[src/rtl/cpu_sequencer.sv]
// cpu_sequencer
//   Instruction sequencer for a small multi-cycle CPU. It steps the decoder
//   through FETCH/EXEC1/EXEC2 and waits in MULW while the multiplier runs.
//   It also grants the data RAM port to an external DMA requester, in bursts
//   of at most 16 cycles, and handles halt/run/single-step control.
//
// Ports
//   clk          system clock, all state updates on the rising edge
//   rst_n        synchronous active-low reset
//   run          level, leave HALT and free-run
//   step         pulse, from HALT execute exactly one instruction
//   stop         decoder halt request (EXEC1)
//   sm_extra     decoder request for a third execute cycle (EXEC1)
//   mul_busy     multiplier still computing (EXEC1, MULW)
//   dma_req      external requester wants the data RAM port
//   state        decoder state code: 00 FETCH, 01 EXEC1, 10 EXEC2, 11 idle
//   halted       high while in HALT
//   dma_gnt      high while the requester owns the data RAM port
//   instr_count  instructions that completed EXEC1 (wrapping)
//   stall_count  cycles spent in MULW or DMA (saturating)
module cpu_sequencer (
  input  logic        clk,
  input  logic        rst_n,
  input  logic        run,
  input  logic        step,
  input  logic        stop,
  input  logic        sm_extra,
  input  logic        mul_busy,
  input  logic        dma_req,
  output logic [1:0]  state,
  output logic        halted,
  output logic        dma_gnt,
  output logic [15:0] instr_count,
  output logic [15:0] stall_count
);

  typedef enum logic [2:0] {
    S_FETCH,
    S_EXEC1,
    S_EXEC2,
    S_MULW,
    S_DMA,
    S_HALT
  } seq_state_t;

  seq_state_t cur_state, nxt_state;
  logic       step_mode, nxt_step_mode;
  logic       dma_allow, nxt_dma_allow;
  logic       dma_from_halt, nxt_dma_from_halt;
  logic [3:0] burst_cnt, nxt_burst_cnt;
  logic       at_boundary;

  // State and control registers; counters update from the current state so
  // every output is a function of registered values only.
  always_ff @(posedge clk) begin
    if (!rst_n) begin
      cur_state     <= S_HALT;
      step_mode     <= 1'b0;
      dma_allow     <= 1'b1;
      dma_from_halt <= 1'b0;
      burst_cnt     <= 4'd0;
      instr_count   <= 16'd0;
      stall_count   <= 16'd0;
    end else begin
      cur_state     <= nxt_state;
      step_mode     <= nxt_step_mode;
      dma_allow     <= nxt_dma_allow;
      dma_from_halt <= nxt_dma_from_halt;
      burst_cnt     <= nxt_burst_cnt;
      if (cur_state == S_EXEC1)
        instr_count <= instr_count + 16'd1;
      if ((cur_state == S_MULW || cur_state == S_DMA) && stall_count != 16'hFFFF)
        stall_count <= stall_count + 16'd1;
    end
  end

  // Next-state logic. States that finish an instruction raise at_boundary,
  // and the shared boundary decision (step return, DMA grant, next fetch)
  // is made once after the case.
  always_comb begin
    nxt_state         = cur_state;
    nxt_step_mode     = step_mode;
    nxt_dma_allow     = dma_allow;
    nxt_dma_from_halt = dma_from_halt;
    nxt_burst_cnt     = burst_cnt;
    at_boundary       = 1'b0;

    case (cur_state)
      S_FETCH: begin
        nxt_state     = S_EXEC1;
        // Re-arming here means the instruction about to execute can itself
        // hand the port back after a forced release.
        nxt_dma_allow = 1'b1;
      end
      S_EXEC1: begin
        if (stop) begin
          nxt_state     = S_HALT;
          nxt_step_mode = 1'b0;
        end else if (sm_extra) begin
          nxt_state = S_EXEC2;
        end else if (mul_busy) begin
          nxt_state = S_MULW;
        end else begin
          at_boundary = 1'b1;
        end
      end
      S_EXEC2: at_boundary = 1'b1;
      S_MULW: begin
        if (!mul_busy)
          at_boundary = 1'b1;
      end
      S_DMA: begin
        nxt_burst_cnt = burst_cnt + 4'd1;
        if (!(dma_req && burst_cnt != 4'hF)) begin
          nxt_state = dma_from_halt ? S_HALT : S_FETCH;
          // Forced release while running blocks re-grant until an
          // instruction has executed; bursts taken from HALT are unlimited.
          if (dma_req && !dma_from_halt)
            nxt_dma_allow = 1'b0;
        end
      end
      S_HALT: begin
        if (dma_req) begin
          nxt_state         = S_DMA;
          nxt_dma_from_halt = 1'b1;
          nxt_burst_cnt     = 4'd0;
        end else if (step) begin
          nxt_state     = S_FETCH;
          nxt_step_mode = 1'b1;
        end else if (run) begin
          nxt_state = S_FETCH;
        end
      end
      default: nxt_state = S_HALT;
    endcase

    if (at_boundary) begin
      if (step_mode) begin
        nxt_state     = S_HALT;
        nxt_step_mode = 1'b0;
      end else if (dma_req && dma_allow) begin
        nxt_state         = S_DMA;
        nxt_dma_from_halt = 1'b0;
        nxt_burst_cnt     = 4'd0;
      end else begin
        nxt_state = S_FETCH;
      end
    end
  end

  // Decoder-facing outputs are decoded from the registered state only.
  always_comb begin
    state   = 2'b11;
    halted  = 1'b0;
    dma_gnt = 1'b0;
    case (cur_state)
      S_FETCH: state = 2'b00;
      S_EXEC1: state = 2'b01;
      S_EXEC2: state = 2'b10;
      S_DMA:   dma_gnt = 1'b1;
      S_HALT:  halted = 1'b1;
      default: state = 2'b11;
    endcase
  end

endmodule

[config.mk]
export PLATFORM = sky130hd
export DESIGN_NAME = cpu_sequencer
export DESIGN_NICKNAME = d
export VERILOG_FILES = /design/src/rtl/cpu_sequencer.sv
export SDC_FILE = /design/constraint.sdc
export NUM_CORES = 1
export LEC_CHECK = 0
export ABC_AREA = 1
export BUFFER_PORTS_ARGS = -buffer_cell sky130_fd_sc_hd__buf_4
export CAP_MARGIN = 40
export CORE_MARGIN = 5
export CORE_UTILIZATION = 45
export CTS_CLUSTER_DIAMETER = 80
export DETAILED_ROUTE_END_ITERATION = 12
export PLACE_DENSITY = 0.67
export SETUP_SLACK_MARGIN = 0.02
export SKIP_CTS_REPAIR_TIMING = 1
export SYNTH_ARGS = -nofsm -noshare
export SYNTH_HDL_FRONTEND = slang
export SYNTH_SLANG_ARGS = --single-unit
[constraint.sdc]
create_clock -name clk -period 1.7 [get_ports clk]
set_input_delay 0 -clock clk [delete_from_list [all_inputs] [get_ports clk]]
set_output_delay 0 -clock clk [all_outputs]
set_load 0.05 [all_outputs]
=== Word-level counts from Yosys, hierarchy flattened ===
Cells that the tools add are included.

* Flip-flop bits (word level): 42
* Word-level logic and storage cells: 72
* Output and inout bits: 36
* Bits of input ports: 8

* Equal/unequal tests: 13
* Add/sub/neg operators: 3
* Reductions and logical operators: 11
* Muxes and demuxes: 38

{| class="wikitable"
|+ Operators by type and width
! cell !! count
|-
| 3-bit two-way mux || 11
|-
| 16-bit by 1-bit adder with 16-bit output (second input constant) || 2
|-
| 1-bit two-way mux || 17
|-
| 4-bit two-way mux || 4
|-
| 16-bit != test (second input constant) || 1
|-
| 3-bit case mux with 5 select lines || 1
|-
| 5-bit != test (second input constant) || 2
|-
| 4-bit case mux with 2 select lines || 1
|-
| 3-bit by 2-bit equality test with 1-bit output (second input constant) || 2
|-
| 3-bit equality test (second input constant) || 2
|-
| 2-bit case mux with 3 select lines || 1
|-
| 4-bit by 1-bit adder with 4-bit output (second input constant) || 1
|-
| 1-bit logical AND || 4
|-
| 2-bit by 1-bit != test with 1-bit output (second input constant) || 2
|-
| 4-bit != test (second input constant) || 1
|-
| 1-bit case mux with 2 select lines || 2
|-
| 4-bit AND reduction || 1
|-
| 3-bit by 1-bit equality test with 1-bit output (second input constant) || 1
|-
| 3-bit zero test || 1
|-
| 3-bit != test (second input constant) || 1
|-
| 1-bit case mux with 3 select lines || 1
|-
| 3-bit AND reduction || 1
|-
| 2-bit != test (second input constant) || 1
|-
| 2-bit nonzero test || 1
|-
| 3 further kinds || 3
|}

=== Logic depth before layout (Yosys ltp) ===
* Word-level depth: 6
* Gate-level depth with buffers: 10
* Mapped depth without buffers: 10

=== Worst setup path before layout ===
OpenSTA, ideal clock, no wires.

* Path type: flip-flop to flip-flop
* Start point: reg stall_count[1]
* End point: reg stall_count[10]
* Data arrival time: 1894 ps
* Stages on the path, launching flop included: 9
* Path buffers: 1
* Setup slack: -262 ps
* Setup time: 68 ps
* Period minus slack after synthesis: 1962 ps
* Required time: 1632 ps
* Path through: dfxtp_1 ha_1 inv_1 nor2_2 nand2_2 o21ai_2 buf_6 nand2_1 a21oi_2

* Cells in the longest elaborated chain, start to end: 2
* Elaborated cells on any way between the ends: 3
* Those cells by class: add/sub: 1; eq/ne: 1; reduce/logical: 1

{| class="wikitable"
|+ Ends and longest elaborated chain
! element !! line !! text
|-
| start: declaration || 34 || <nowiki>output logic [15:0] stall_count</nowiki>
|-
| start signal: assignment || 73 || <nowiki>stall_count <= stall_count + 16'd1;</nowiki>
|-
| branches (longest 2 deep; another with 16-bit by 1-bit adder with 16-bit output) || - ||
|}

Parallel ways; which one is timed is not known.
A chain may end at the register's enable or synchronous reset.

=== Final worst setup path ===
* Start point: reg cur_state[1]
* End point: reg burst_cnt[3]

* Cells in the longest elaborated chain, start to end: 5
* Elaborated cells on any way between the ends: 10
* Those cells by class: eq/ne: 5; mux: 5

{| class="wikitable"
|+ Ends and longest elaborated chain
! element !! line !! text
|-
| start: declaration || 46 || <nowiki>seq_state_t cur_state, nxt_state;</nowiki>
|-
| start signal: assignment || 65 || <nowiki>cur_state <= nxt_state;</nowiki>
|-
| 3-bit equality test || 88 || <nowiki>case (cur_state)</nowiki>
|-
| 4-bit case mux with 2 select lines || 88 ||
|-
| 4-bit two-way mux || 141 || <nowiki>end else if (dma_req && dma_allow) begin</nowiki>
|-
| 4-bit two-way mux || 138 || <nowiki>if (step_mode) begin</nowiki>
|-
| 4-bit two-way mux * || 137 || <nowiki>if (at_boundary) begin</nowiki>
|-
| end signal: assignment || 69 || <nowiki>burst_cnt <= nxt_burst_cnt;</nowiki>
|-
| end: declaration || 50 || <nowiki>logic [3:0] burst_cnt, nxt_burst_cnt;</nowiki>
|}

Every way passes the cells marked *; elsewhere a longest branch is shown, timed or not.

==> metrics.md <==
| Metric | Value |
|---|---|
| Status | finished clean |
| Overall routing resource usage | 0.174 |
| Hold Vio Cnt, Final | 0 |
| DP Cell Count | just under 500 |
| CTS tree | yes |
| Hold WC Path Type | primary input to flop |
| Finished Core Util | 0.587 |
| Synth Instances | about 380 |
| Avg WL per Cell | approximately 12 microns |
| Final wirelength | approximately 5.8 mm |
| Worst Path Buf+Inv | 1 |
| Core Rows | 26 |
| Synth top area share | 0.349 |
| Area grow syn2layout | 25.4% |
| Largest family of logic cells by synthesized area | simple AND/OR/NAND/NOR gates |
| Post-synthesis mux area share | 0 |
| Post-Synth XOR/XNOR Area | 0.0255 |
| DR vias | 2544 |
| Die height | 83.1 microns |
| Routed vias/inst | 5.04 |
| Worst path max stage delay | between 0.3 and 0.4 ns |
| Synth Area in Compound Gates | 0.138 |
| Synth area leader | dfxtp_1 |
| Worst path required time | about 1.9 ns |
| Share of cells above drive strength 1 | 0.218 |
| Max Freq | 652 MHz |
| Clock Sinks | 42 |
| Max Transition Viols Final | 0 |
| Minimum clock period | about 1.5 ns |
| Final GP Congestion | 0.913 |
| Fin Setup TNS | 0 ns |
| Synth Area in Adders | 0.0156 |
| Via count of the first global-routing pass | 2290 |
| Max_cap viols | 0 |
| Largest net degree at the start of global routing | 18 |
| Endpoint class of the critical path | flop |
| DIE AREA | about 6900 sq um |
| Largest cells by area after synthesis | dfxtp_1 35%, nand2_1 18%, nor2_1 8.7% |
| GRT overflow | 0 |
| Filler instances | ~530 |
| First-pass GRT wire length | 10.3 mm |
| Slew headroom | 0.758 |
| Seq/Total Area, Yosys | 0.349 |
| Synth Cell Area | around 2400 sq um |
| DR DRC count | 0 |
| H-tree levels | 2 |
| Initial antenna violation count | 0 |
| Pwr Density | roughly 1100 nW/um^2 |
| Pre-antenna DRT Iters | 4 |
| Initial cell density of the core | 0.468 |
| Post-DP HPWL | ~4.5 mm |
| Clock Tree Buf Depth | 2 |
| WS Path Type | flop to flop |
| Clk_skew | slightly above 0.005 ns |
| Critical path arrival | 1.71 ns |
| DP Area | between 2000 and 3000 sq um |
| Simple logic cell fraction of the synthesized area | 0.384 |
| CP delay by family, top | simple AND/OR/NAND/NOR gates |
| Cell Count, Final, Fillers Out | 505 |
| Crit path cell chain | inv_2, nand2_1, nor2_4, nand2_1, nand3_2, nand2_1, o21ai_2, nor2_1 |
| CTS Buf Count | 5 |
| Initial DRC count | ~110 |
| Worst Path Max Fanout | 7 |
| Slowest-stage cell, CP | dfxtp_1 |
| Setup crit start kind | flop |
| Endpoints failing setup | 0 |
| Avg Inst Size Synth | around 6.4 sq um |
| Core ar. | between 5000 and 6000 sq um |
| Worst-skew pair later-pin latency | 0.29 ns |
| Clock slew at reported path FFs | about 0.08 ns |
| Maximum VDD drop | 653 uV |
| Number of antenna-violating nets in the routed design | 0 |
| Distinct cells, synth | 31 |
| Worst Hold Slack | roughly 0.018 ns |
| Top-Level Pins | 44 |
| Syn nets | ~400 |
| Die X | 83.1 microns |
| Synth warnings | 0 |
| Worst-Margin Slew | around 0.36 ns |
| Seq cells post-synth | 42 |
| Unrepaired setup endpoints after global routing | no |
| Commonest non-fill, non-tap cells in the layout | 114 x nand2_1, 53 x nor2_1, 52 x buf_4, 41 x inv_1, 33 x a21oi_1 |
| Ant diodes | 0 |
| Crit share post-route | 0.902 |
| Final nets | roughly 450 |
| Root Buffer | clkbuf_8 |
| Commonest non-fill, non-tap cell in the layout | nand2_1 |
| Final Cell Area | 3020 sq um |
| PortBufs | between 40 and 50 |
| Leakage | 1.25 nW |
| Most used cell, CP | nand2_1 |
logic make-up (layout without fill, tap and decap cells):
family                     after synthesis  after routing
buffers and inverters                   51            107
AOI/OAI and AO/OA                       62             62
DFF                                     42             42
and+or+nand+nor                        214            214
adders and majority gates                3              3
xor gates and xnor gates                 7              7
cell usage after synthesis (all sizes together):
library cell / n
nand2: 117
nor2: 61
inv: 44
dfxtp: 42
a21oi: 35
o21ai: 24
nand3: 17
nand4: 10
nor3: 7
buf: 4
xnor2: 4
clkbuf: 3
ha: 3
xor2: 3
a211oi: 1
a22oi: 1
and2: 1
nand3b: 1
o22ai: 1
through the flow:
stage / total power [W] / worst slack, ns
after floorplan: 0.00216 / 0.0226
after global placement: 0.00253 / 0.123
after detailed placement: 0.00253 / 0.120
after CTS: 0.00316 / 0.109
after global routing: 0.00340 / 0.0288
final: 0.00318 / 0.167
per-layer routing:
layer,up-vias,wire [microns],GRT usage
met1,1140,2850,0.241
met3,7,364,0.0406
met4,0,80,0.0490
li1,1323,-,-
met2,74,2540,0.271
met5,-,0,0
cell type report:
cell class / instances / area, sq um / area share
repair buffers: 55 / 450 / 0.149
well taps: 70 / 87.6 / 0.0290
clock buffers: 8 / 80.1 / 0.0265
inverters: 44 / 165 / 0.0547
flip-flops and latches: 42 / 863 / 0.286
multi-input cells: 286 / 1370 / 0.455
report_power, final:
part | internal [W] | leakage (nW) | switching [W]
registers | 0.00109 | 0.347 | 0.0000935
clock network | 0.000292 | 0.0395 | 0.000326
logic | 0.000474 | 0.865 | 0.000909
total | 0.00186 | 1.25 | 0.00133
state kept, by name, summed over array words and instances, names as in the netlist:
name	count
instr_count	16
stall_count	16
burst_cnt	4
cur_state	3
dma_allow	1
dma_from_halt	1
step_mode	1
worst min-delay path: stages:
cell and delay, ns:
buf_4 0.12, a21oi_1 0.07, nor2_1 0.08
worst paths after layout:
kind | start | endpoint | slack (ns) | depth (start not counted)
worst max register to register | cur_state[1] | burst_cnt[3] | 0.17 | 8
worst min-delay path | dma_req | dma_from_halt | 0.02 | 3
worst min register to register | dma_allow | dma_allow | 0.45 | 2
worst max-delay path | cur_state[1] | burst_cnt[3] | 0.17 | 8
(Power assumes the default switching activity.)
